[src/rtl/fir_decim_out.sv]
// fir_decim_out
// Downstream stage of the FIR filter. Accumulates M input samples per group
// (decimate-by-M, accumulate-and-dump), rounds half toward +inf, shifts right
// by SHIFT, saturates to OUT_W bits and queues each result in a DEPTH-entry
// FIFO that drains over a valid/ready handshake.
//
// Ports:
//   clk      clock
//   rst      asynchronous active-high reset
//   s_valid  input sample strobe (no backpressure toward the FIR)
//   s_data   signed input sample, IN_W bits
//   m_valid  output FIFO non-empty
//   m_ready  consumer accepts m_data this cycle
//   m_data   signed output sample (registered FIFO head), OUT_W bits
//   sat      one-cycle pulse after a dump whose value was clipped
//   ovf      sticky: a result was dropped because the FIFO was full
//   sat_cnt  16-bit saturating count of clipped dumps
//            (present only when FIR_DECIM_SATCNT_EN is defined)
//
// Optional feature macro: FIR_DECIM_SATCNT_EN
module fir_decim_out #(
  parameter int IN_W  = 32,
  parameter int OUT_W = 16,
  parameter int M     = 4,
  parameter int SHIFT = 2,
  parameter int DEPTH = 4
) (
  input  logic             clk,
  input  logic             rst,
  input  logic             s_valid,
  input  logic [IN_W-1:0]  s_data,
  output logic             m_valid,
  input  logic             m_ready,
  output logic [OUT_W-1:0] m_data,
  output logic             sat,
  output logic             ovf
`ifdef FIR_DECIM_SATCNT_EN
  ,
  output logic [15:0]      sat_cnt
`endif
);

  localparam int ACC_W = IN_W + $clog2(M);
  // One extra bit so adding the rounding constant can never wrap.
  localparam int RW    = ACC_W + 1;
  localparam int PH_W  = (M > 1) ? $clog2(M) : 1;
  localparam int PTR_W = $clog2(DEPTH);
  localparam int CNT_W = PTR_W + 1;

  localparam logic [PH_W-1:0]  PH_LAST  = PH_W'(M - 1);
  localparam logic [CNT_W-1:0] CNT_FULL = CNT_W'(DEPTH);
  localparam logic [RW-1:0]    RND      = (RW'(1) << SHIFT) >> 1;

  logic [PH_W-1:0]         phase;
  logic signed [ACC_W-1:0] acc;
  logic signed [ACC_W-1:0] s_ext;
  logic signed [ACC_W-1:0] sum;
  logic signed [RW-1:0]    sum_ext;
  logic signed [RW-1:0]    sum_rnd;
  logic signed [RW-1:0]    r;
  logic [OUT_W-1:0]        clipped;
  logic                    clip;
  logic                    dump;
  logic                    full;
  logic                    pop;
  logic                    push;

  logic [OUT_W-1:0] mem [DEPTH];
  logic [PTR_W-1:0] rd_ptr;
  logic [PTR_W-1:0] wr_ptr;
  logic [PTR_W-1:0] rd_next;
  logic [CNT_W-1:0] count;

  assign m_valid = (count != '0);

  // Datapath: running sum, rounding, shift and saturation of the dump value.
  // The value fits OUT_W bits only when all bits above the output sign bit
  // match that sign bit.
  always_comb begin
    s_ext   = ACC_W'($signed(s_data));
    sum     = acc + s_ext;
    sum_ext = RW'(sum);
    sum_rnd = sum_ext + $signed(RND);
    r       = sum_rnd >>> SHIFT;
    clip    = !((&r[RW-1:OUT_W-1]) || !(|r[RW-1:OUT_W-1]));
    if (clip) begin
      clipped = r[RW-1] ? {1'b1, {(OUT_W-1){1'b0}}} : {1'b0, {(OUT_W-1){1'b1}}};
    end else begin
      clipped = r[OUT_W-1:0];
    end
    dump    = s_valid && (phase == PH_LAST);
    full    = (count == CNT_FULL);
    pop     = m_valid && m_ready;
    // A full FIFO still accepts a push when the head leaves on the same edge.
    push    = dump && (!full || pop);
    rd_next = rd_ptr + 1'b1;
  end

  // Group accumulator: only valid samples advance it; the final sample of a
  // group dumps and restarts from zero.
  always_ff @(posedge clk or posedge rst) begin
    if (rst) begin
      acc   <= '0;
      phase <= '0;
    end else if (s_valid) begin
      if (dump) begin
        acc   <= '0;
        phase <= '0;
      end else begin
        acc   <= sum;
        phase <= phase + 1'b1;
      end
    end
  end

  // FIFO storage has no reset; occupancy is tracked by count.
  always_ff @(posedge clk) begin
    if (push) begin
      mem[wr_ptr] <= clipped;
    end
  end

  // FIFO control and registered head. m_data is reloaded whenever the head
  // changes: after a pop (next stored entry, or the value being pushed if the
  // FIFO is about to hold only that), or on a push into an empty FIFO.
  always_ff @(posedge clk or posedge rst) begin
    if (rst) begin
      rd_ptr <= '0;
      wr_ptr <= '0;
      count  <= '0;
      m_data <= '0;
      sat    <= 1'b0;
      ovf    <= 1'b0;
    end else begin
      sat <= dump && clip;
      if (dump && full && !pop) begin
        ovf <= 1'b1;
      end
      if (push) begin
        wr_ptr <= wr_ptr + 1'b1;
      end
      if (pop) begin
        rd_ptr <= rd_next;
      end
      case ({push, pop})
        2'b10:   count <= count + 1'b1;
        2'b01:   count <= count - 1'b1;
        default: count <= count;
      endcase
      if (pop) begin
        if (count > CNT_W'(1)) begin
          m_data <= mem[rd_next];
        end else if (push) begin
          m_data <= clipped;
        end
      end else if ((count == '0) && push) begin
        m_data <= clipped;
      end
    end
  end

`ifdef FIR_DECIM_SATCNT_EN
  // Counts every clipped dump, including ones dropped on overflow; sticks at max.
  always_ff @(posedge clk or posedge rst) begin
    if (rst) begin
      sat_cnt <= '0;
    end else if (dump && clip && (sat_cnt != 16'hFFFF)) begin
      sat_cnt <= sat_cnt + 16'd1;
    end
  end
`endif

endmodule

[config.mk]
export PLATFORM = sky130hd
export DESIGN_NAME = fir_decim_out
export DESIGN_NICKNAME = d
export VERILOG_FILES = /design/src/rtl/fir_decim_out.sv
export SDC_FILE = /design/constraint.sdc
export NUM_CORES = 1
export LEC_CHECK = 0
export CORE_MARGIN = 3
export CORE_UTILIZATION = 60
export CTS_CLUSTER_DIAMETER = 50
export DETAILED_ROUTE_END_ITERATION = 10
export PLACE_DENSITY = 0.79
export SLEW_MARGIN = 20
export SYNTH_ARGS = -nofsm -noshare
export SYNTH_HDL_FRONTEND = slang
export SYNTH_SLANG_ARGS = --single-unit
[constraint.sdc]
create_clock -name clk -period 5.2 [get_ports clk]
set_clock_uncertainty 0.1 [all_clocks]
set_input_delay 0.52 -clock clk [delete_from_list [all_inputs] [get_ports clk]]
set_output_delay 0.52 -clock clk [all_outputs]
set_load 0.1 [all_outputs]
==> results of run 1 <==
==> placed cells by master (no fill, tap or decap), types with 7 or more instances in the layout <==
cell and count:
nand3_1 23, o21a_1 10, o21ai_1 10, dfrtp_1 60
nand4_1 21, xor2_1 15, o22a_1 8, nor2_1 46
a211o_1 10, inv_1 60, a21oi_1 56, or3_1 9
nor3_1 13, clkdlybuf4s50_1 54, mux4_2 16, mux2i_1 8
nand2b_1 11, buf_4 72, and2_1 14, o31ai_1 9
nand2_1 65, xnor2_1 28, ha_1 44, a21o_1 19
o21ai_0 33, o22ai_1 30, edfxtp_1 64, and3_1 7
clkbuf_16 17
==> logic make-up (layout without fill, tap and decap cells) <==
group | count (synthesis) | count (layout)
compound gates | 259 | 259
buf+inv | 102 | 220
flops | 125 | 125
xor+xnor | 46 | 46
fa+ha+maj | 45 | 45
mux | 26 | 26
simple gates | 245 | 245
==> how the worst max path moves through the flow <==
stage | endpoint | startpoint | slack [ns] | cells after the start
after floorplan | mem[0][5] | s_data[0] | 0.57 | 17
after global placement | mem[2][1] | s_data[0] | 0.009 | 17
after detailed placement | mem[0][5] | s_data[0] | -0.11 | 18
after CTS | mem[0][5] | s_data[0] | 0.26 | 19
after global routing | m_data[13] | s_data[0] | -0.01 | 18
final | mem[3][5] | s_data[0] | 0.25 | 20
==> state kept, by name, indices dropped and copies added, names as in the netlist <==
register / count
acc: 34
count: 3
m_data: 16
mem: 64
ovf: 1
phase: 2
rd_ptr: 2
sat: 1
wr_ptr: 2
==> stage by stage <==
stage | hold slack, ns | cell area (sq um) | setup TNS [ns]
2_1_floorplan | 0.3782 | 8452 | 0
3_3_place_gp | 0.3632 | 9592 | 0
3_5_place_dp | 0.3613 | 9592 | -2.783
4_1_cts | 0.3780 | 10210 | 0
5_1_grt | 0.4126 | 10260 | -0.01325
6_report | 0.3718 | 10260 | 0
==> final cells by class <==
| type | instances | area (sq um) | share of cell area |
|---|---|---|---|
| clock buffer | 17 | 425.4 | 0.04146 |
| sequential | 125 | 3450 | 0.3362 |
| timing repair buffer | 127 | 1101 | 0.1073 |
| tap | 176 | 220.2 | 0.02146 |
| inverter | 61 | 229.0 | 0.02231 |
| multi-input combinational | 621 | 4638 | 0.4520 |
| clock inverter | 15 | 197.7 | 0.01927 |
==> layer usage <==
layer	part of all wire	wire [um]
met3	0.058	1373
met4	0.033	787
met2	0.49	11600
met1	0.42	9991
met5	0	0
==> critical path: stages <==
cell and delay, ns:
clkdlybuf4s50_1 0.46, ha_1 0.16, inv_1 0.06, fa_1 0.38, nor2b_1 0.21, o2111ai_4 0.20
a211o_1 0.33, a311oi_2 0.32, nand3_2 0.14, buf_4 0.19, nor3_4 0.27, and4_1 0.28
buf_4 0.15, nand4_1 0.15, mux2i_1 0.21, nor4_4 0.33, nand3_1 0.14, buf_4 0.20
a21boi_2 0.19, nor2_1 0.11
==> what timing repair did <==
action	in CTS	in global routing
resized for setup	0	6
setup endpoints to repair	0	75
buffers inserted	0	0
==> summary.txt, run 1 <==
Run status
  – Status: finished, final reports clean

Critical path
  – Data required, critical path: 5.26 ns
  – CP Launch Type: primary input
  – CP Max Fanout: 8
  – Worst setup EP type: flip-flop
  – Reg2Reg Depth: 19
  – Origin of the critical flop-to-flop path: acc[0]
  – R2r setup slk: 0.47 ns
  – Arrival @ worst endpoint: ~5 ns
  – Critical path class: primary input to flip-flop
  – Capturing point of the worst reg2reg path: mem[3][5]

STA
  – Post-route clock period utilization: 0.9517
  – Endpoints failing hold: 0
  – Slew headroom: 0.3278
  – Pins Over Slew Limit: 0
  – Setup Viol. Count Final: 0
  – Setup WS post-layout: between 0.2 and 0.3 ns
  – Max Clk Rate: around 200 MHz
  – Worst slew pin tran: 1.005 ns
  – Tmin final: 4.949 ns

Floorplanning
  – Area of the die: around 16000 sq um
  – Initial Util: 0.6258
  – Chip width: between 100 and 150 um
  – Die height: ~120 um
  – IO Count: 55
  – # rows: 42
  – Core region area: ~14000 sq um

Layout
  – Area grow syn2layout: 21.41%
  – Number of fill cells: about 910
  – Inserted Diodes: 0
  – Share of cells above drive strength 1: 0.1636
  – Final Core Density: 0.7598
  – Fin cells: around 1100
  – Final nets: approximately 1000

Synth
  – Mux contribution to synthesized area: 0.05477
  – Synth Instances: ~850
  – Synthesized area per cell: 9.967 sq um
  – Yosys reg bits: approximately 130
  – Post-synth EDFFs: 64
  – FFs w/ async S/R, synth: 0.4880
  – Top cell type's share of synthesized area: 0.2274
  – Synth warn: 0
  – Synth area leaders: edfxtp_1 23%, dfrtp_1 18%, ha_1 6.5%
  – Primary FF master, synth: edfxtp_1
  – Post-synth cell types: 87
  – Synth Area in Simple Gates: 0.1553
  – Syn_nets: between 900 and 1000
  – Largest family of logic cells by synthesized area: compound AO/OA/AOI/OAI gates
  – Synth Area in Adders: 0.06751
  – Xor/xnor share of the synthesized area: 0.05033
  – Register area share after synthesis: 0.4080
  – Most frequent cells after synthesis: 65 x nand2_1, 64 x edfxtp_1, 61 x dfrtp_1, 61 x inv_1, 56 x a21oi_1
  – Most frequent cell after synthesis: nand2_1
  – Compound-cell area share of the yosys netlist: 0.2155
  – Mapped Area: ~8500 sq um
  – Yosys top cell by area: edfxtp_1

GRT
  – Largest net degree at the start of global routing: 62
  – Initial antenna violation count: 0
  – Most Used Layer, Global Route: met2
  – Global route overflow: 0
  – Met2 Usage GRT: 0.5197
  – First-pass GRT wire length: 38830 um
  – All-Layer GR Usage: 0.3104
  – GRT met1 Usage: 0.4001
  – GR Layer Usage met3: 0.05617
  – Vias in the first global route: between 7000 and 8000

Clocking
  – Worst-case clock buffer depth: 2
  – Clk slew on worst S/H paths: 0.06 ns
  – Cts bufs inserted: 17
  – CTS tree: yes
  – CTS sink cnt: between 100 and 150
  – Worst-Skew Late Latency: 0.42 ns
  – Root buf cell: clkbuf_16
  – # hold bufs at CTS: 0
  – CTS H-tree lvls: 4

Detailed routing
  – Post-route ant nets: 0
  – Routed via count: 7368
  – DRT Wirelength: ~24000 um
  – Vias per Instance: approximately 6.5
  – Initial DRC count: around 700
  – DR pass1 iterations: 7
  – DR DRC count: 0
  – Routed len/inst: ~21 um

Place
  – Port Buffers: between 50 and 60
  – Post-DP HPWL: about 17000 um
  – Final Wtd Congestion: 0.9595
  – Post-placement setup slack: -0.1087 ns
  – Placed cells: 1110

Flow run
  – Max-capacitance violation count: 0

Min path
  – Hold Crit Class: flip-flop to flip-flop
  – Hold Path End: ovf
  – Hold Crit Start: ovf
  – Hold path cells: 1
Power of run 1 is not shown: default switching activity piles up to over one toggle a cycle in this logic, so the estimate is an artifact.
==> run 2, diff against run 1 <==
--- a/config.mk
+++ b/config.mk
@@ -9,7 +9,7 @@
 export CORE_UTILIZATION = 60
 export CTS_CLUSTER_DIAMETER = 50
 export DETAILED_ROUTE_END_ITERATION = 10
-export PLACE_DENSITY = 0.79
+export PLACE_DENSITY_LB_ADDON = 0.12
 export SLEW_MARGIN = 20
 export SYNTH_ARGS = -nofsm -noshare
 export SYNTH_HDL_FRONTEND = slang
==> summary.txt, run 2 (synthesized netlist as in run 1, its figures left out) <==
GRT
  – First-pass GRT wire length: just under 40000 um
  – All-Layer GR Usage: 0.3141
  – Largest net degree at the start of global routing: 39
  – Initial antenna violation count: 0
  – Global route overflow: 0
  – Vias in the first global route: 7422

Critical path
  – CP Launch Type: primary input
  – Worst setup EP type: flip-flop
  – Data required, critical path: 5.47 ns
  – Slowest Stage Delay on Critical Path: ~0.54 ns
  – Worst-path cell chain: clkdlybuf4s50_1, ha_1, inv_1, fa_1, nor2b_1, o2111ai_4, a211o_1, buf_4, a21o_1, o21ai_0, a41oi_1, xnor2_1, buf_4, xnor2_1, o31ai_1, mux2i_1, o31ai_2, buf_4, o21ai_1, o22a_1
  – Number of buffer and inverter stages on the critical path: 5
  – Critical Path Most Common Cell: buf_4
  – Cell family contributing the most delay on the critical path: compound AO/OA/AOI/OAI gates
  – Arrival @ worst endpoint: roughly 5.3 ns
  – Critical path class: primary input to flip-flop
  – Critical-path top delay cell: o21ai_1
  – CP Max Fanout: 8

Clocking
  – Root buf cell: clkbuf_16
  – Worst-Skew Late Latency: 0.43 ns
  – Clk slew on worst S/H paths: ~0.06 ns
  – Post-CTS Setup Inserts: 0
  – CTS tree: yes
  – CTS H-tree lvls: 4
  – CTS sink cnt: between 100 and 150
  – PostCTS Resize Cnt: 0
  – Cts bufs inserted: 17
  – Worst-case clock buffer depth: 2
  – # hold bufs at CTS: 0

Layout
  – Max FFs per register: 64
  – Most frequent cells in the layout: 71 x buf_4, 65 x nand2_1, 64 x edfxtp_1, 60 x inv_1, 60 x dfrtp_1
  – Area grow syn2layout: 21.60%
  – Final nets: 1034
  – Most common cell after layout, fill and taps aside: buf_4
  – Regs by FF count: mem: 64 flops, acc: 34 flops, m_data: 16 flops
  – Share of cells above drive strength 1: 0.1636
  – Fin cells: ~1100
  – Fin area: roughly 10000 sq um
  – Inserted Diodes: 0
  – Most flop-heavy register: mem

Floorplanning
  – Chip width: 124.7 um
  – Core region area: around 14000 sq um
  – Initial Util: 0.6258
  – Die height: 124.7 um
  – IO Count: between 50 and 60
  – Area of the die: approximately 16000 sq um
  – # rows: 42

STA
  – Worst slew pin tran: about 0.99 ns
  – Pins Over Slew Limit: 0
  – Post-route clock period utilization: 0.9652
  – Tmin final: between 5 and 6 ns
  – Endpoints failing hold: 0
  – Hold slack: 0.3987 ns
  – Slew headroom: 0.3358
  – Setup Viol. Count Final: 0
  – Max Clk Rate: ~200 MHz

Place
  – Port Buffers: 54
  – Post-DP HPWL: between 15000 and 20000 um
  – Placed cells: between 1000 and 1500
  – Placed Area: roughly 9600 sq um
  – Final Wtd Congestion: around 0.92

Detailed routing
  – Routed len/inst: approximately 21 um
  – Routed via count: between 7000 and 8000
  – DRT Wirelength: ~24000 um
  – Vias per Instance: around 6.5
  – Initial DRC count: just over 700
  – DR pass1 iterations: 5
  – Post-route ant nets: 0
  – DR DRC count: 0

Min path
  – Hold Crit Class: flip-flop to flip-flop

Run status
  – Status: finished, final reports clean

Flow run
  – Max-capacitance violation count: 0
run 2: changes by cell type in the layout (fill, tap and decap cells not counted), sizes merged:
cell	before	now
bufinv	3	4
clkbuf	17	18
clkinv	3	2
clkinvlp	1	3
inv	69	66
run 2: layer usage:
layer	vias to the layer above	wire length, um	track usage
met2	342	11730	0.5254
met4	0	575	0.1044
met1	3616	10130	0.4127
met5	-	0	0
met3	63	1650	0.05961
li1	3415	-	-
run 2: area by class of cell:
cell class	instances	area [sq um]
multi-input cells	621	4629
flip-flops and latches	125	3450
fillers	942	3228
repair buffers	127	1114
clock buffers	18	429.2
inverters	61	229.0
well taps	176	220.2
clock inverters	14	206.4
run 2: final timing paths:
path	endpoint	cells past startpoint	slack [ns]	startpoint
min	m_data[15]	2	0.40	m_data[15]
min in group asynchronous	acc[15]	2	0.41	rst
max	m_data[9]	20	0.18	s_data[0]
max in group asynchronous	rd_ptr[1]	3	3.63	rst
max reg2reg	m_data[9]	19	0.37	acc[0]
min reg2reg	m_data[15]	2	0.40	m_data[15]
run 2: per-stage QoR:
step	setup slack, ns	setup TNS, ns	util
final	0.1808	0	0.7610
after global routing	-0.01202	-0.01876	0.7610
after CTS	0.2508	0	0.7582
after detailed placement	-0.1481	-5.867	0.7111
after global placement	-0.04034	-0.8094	0.7111
after floorplan	0.5744	0	-
run 2: worst reg2reg max path: cells and delay by family (launching register included):
family                     cells  cell delay, ns
xor gates and xnor gates       2            0.43
muxes                          1            0.27
buffers and inverters          4            0.56
DFF                            1            0.36
and+or+nand+nor                1            0.21
AOI/OAI and AO/OA              9            2.26
adders and majority gates      2            0.57
Power of run 2 is left out for the same reason.
==> run 3, diff against run 2 <==
--- a/config.mk
+++ b/config.mk
@@ -5,6 +5,7 @@
 export SDC_FILE = /design/constraint.sdc
 export NUM_CORES = 1
 export LEC_CHECK = 0
+export CORE_ASPECT_RATIO = 2
 export CORE_MARGIN = 3
 export CORE_UTILIZATION = 60
 export CTS_CLUSTER_DIAMETER = 50
==> summary.txt, run 3 (synthesized netlist as in run 1, its figures left out) <==
Floorplanning
  – IO Count: 55
  – Area of the die: ~16000 sq um
  – Chip width: ~90 um
  – Die height: between 150 and 200 um
  – Core region area: approximately 14000 sq um
  – Initial Util: 0.6220
  – # rows: 60

Power and ir drop
  – Pleak: roughly 4.4 nW
  – Switch share: 0.4816
  – Switching power: 0.004146 W
  – Clock power share: 0.139
  – Power density over the cells: between 800 and 900 nW/um^2
  – Gate power share: 0.656
  – Internal: 0.004464 W
  – Reg power frac: 0.206
  – Peak supply drop: between 0.4 and 0.5 mV

Layout
  – Most frequent cells in the layout: 129 x buf_4, 65 x nand2_1, 64 x edfxtp_1, 60 x inv_1, 60 x dfrtp_1
  – Inserted Diodes: 0
  – Regs by FF count: mem: 64 flops, acc: 34 flops, m_data: 16 flops
  – Share of cells above drive strength 1: 0.2141
  – Area grow syn2layout: 26.11%
  – Max FFs per register: 64
  – Final Core Density: 0.7844
  – Most common cell after layout, fill and taps aside: buf_4
  – Number of fill cells: between 800 and 900
  – Most flop-heavy register: mem
  – Final nets: between 1000 and 1500
  – Seq. cell area: about 3400 sq um
  – Fin area: 10660 sq um
  – Area of the multi-input gates: 4631 sq um

Detailed routing
  – DRT Wirelength: ~28000 um
  – DR pass1 iterations: 7
  – Initial DRC count: between 500 and 600
  – Routed len/inst: 22.85 um
  – Post-route ant nets: 0
  – DR DRC count: 0
  – Routed via count: approximately 7900
  – Vias per Instance: between 6 and 7

Critical path
  – Worst setup EP type: flip-flop
  – Slowest Stage Delay on Critical Path: roughly 0.48 ns
  – CP Max Fanout: 21
  – Critical-path top delay cell: clkdlybuf4s50_1
  – CP Launch Type: primary input
  – Critical path class: primary input to flip-flop
  – Arrival @ worst endpoint: approximately 5.2 ns
  – Data required, critical path: 5.40 ns
  – Critical Path Most Common Cell: a211o_1
  – Worst-path cell chain: clkdlybuf4s50_1, ha_1, inv_1, fa_1, nor2b_1, o2111ai_2, a211o_1, a311oi_2, nand3_2, nor3_4, and4_1, nand4_1, a211o_1, nor4_2, a21oi_2, buf_12, o2bb2ai_1, a311oi_1
  – Cell family contributing the most delay on the critical path: compound AO/OA/AOI/OAI gates
  – Number of buffer and inverter stages on the critical path: 3

Min path
  – Hold Crit Class: flip-flop to flip-flop

GRT
  – Largest net degree at the start of global routing: between 60 and 70
  – Initial antenna violation count: 0
  – Global route overflow: 0
  – First-pass GRT wire length: around 44000 um
  – All-Layer GR Usage: 0.3628
  – Vias in the first global route: 8453

Clocking
  – Cts bufs inserted: 17
  – Worst-case clock buffer depth: 2
  – CTS H-tree lvls: 4
  – CTS sink cnt: about 130
  – Post-CTS Setup Inserts: 0
  – Root buf cell: clkbuf_16
  – Clk slew on worst S/H paths: approximately 0.060 ns
  – CTS tree: yes
  – Worst-Skew Late Latency: roughly 0.43 ns

Run status
  – Status: finished, final reports clean

Place
  – Post-DP HPWL: approximately 20000 um
  – Port Buffers: between 50 and 60
  – Placed Area: ~10000 sq um
  – Final Wtd Congestion: about 1

STA
  – Endpoints failing hold: 0
  – Setup Viol. Count Final: 0
  – Worst slew pin tran: 0.9987 ns
  – Pins Over Slew Limit: 0
  – RSZ-0062 raised after global routing: no
  – Slew headroom: 0.3321
  – Tmin final: around 5 ns
  – Max Clk Rate: between 200 and 250 MHz
  – Post-route clock period utilization: 0.9570

Flow run
  – Max-capacitance violation count: 0
[run 3: cell count changes in the layout (fill, tap and decap cells not counted), sizes merged]
cell | previous run | this run
buf | 73 | 130
bufinv | 4 | 2
inv | 66 | 65
clkinv | 2 | 7
clkinvlp | 3 | 1
[run 3: worst paths after layout]
kind / cells after the start / startpoint / slack [ns] / endpoint
max: 18 / s_data[0] / 0.22 / m_data[4]
min: 1 / ovf / 0.40 / ovf
max reg2reg: 16 / acc[9] / 0.38 / m_data[4]
min reg2reg: 1 / ovf / 0.40 / ovf
max in group asynchronous: 3 / rst / 3.85 / rd_ptr[1]
min in group asynchronous: 3 / rst / 0.56 / acc[33]
[run 3: stage by stage]
step           hold slack (ns)  std cells  power [W]  worst slack [ns]  setup TNS [ns]
2_1_floorplan           0.3782        848   0.005169            0.5744               0
3_3_place_gp            0.3650       1177   0.007030           -0.1573          -6.305
3_5_place_dp            0.3827       1177   0.007210           -0.2728          -13.22
4_1_cts                 0.4053       1209   0.008491           0.07692               0
5_1_grt                 0.4275       1209   0.009079         0.0008726               0
6_report                0.4017       1209   0.008610            0.2236               0
[run 3: final cells by class]
cell class,count,share of cell area
tap,186,0.02183
timing repair buffer,184,0.1434
multi-input combinational,621,0.4344
clock buffer,18,0.04026
clock inverter,14,0.01491
inverter,61,0.02148
sequential,125,0.3236
[run 3: power groups by stage]
stage	logic (W)	clock network, W	registers [W]
floorplan	0.00305	0	0.00212
global placement	0.00529	0	0.00174
detailed placement	0.00544	0	0.00177
CTS	0.00553	0.00119	0.00177
global route	0.00605	0.00123	0.00180
finish	0.00564	0.00120	0.00177
[run 3: worst register-to-register path, delay by kind of cell, from the launching register on]
family	cells	cell delay [ns]
AND/OR/NAND/NOR	3	0.73
adder cells (fa/ha/maj)	1	0.36
buffers and inverters	2	0.35
flip-flops	1	0.38
AO/OA/AOI/OAI	10	2.75
[run 3: timing repair]
item,4_1_cts,5_1_grt
setup endpoints to repair,0,69
resized for setup,0,9
hold endpoints to repair,0,0
hold buffers,0,0
[run 3: metal layers]
layer	track usage	vias up	wire [um]
li1	-	3520	-
met1	0.3541	3769	8808
met3	0.06386	155	1645
met2	0.6673	439	14840
met4	0.2756	0	2335
met5	0	-	0
No activity file was read; power rests on OpenSTA's default activity.
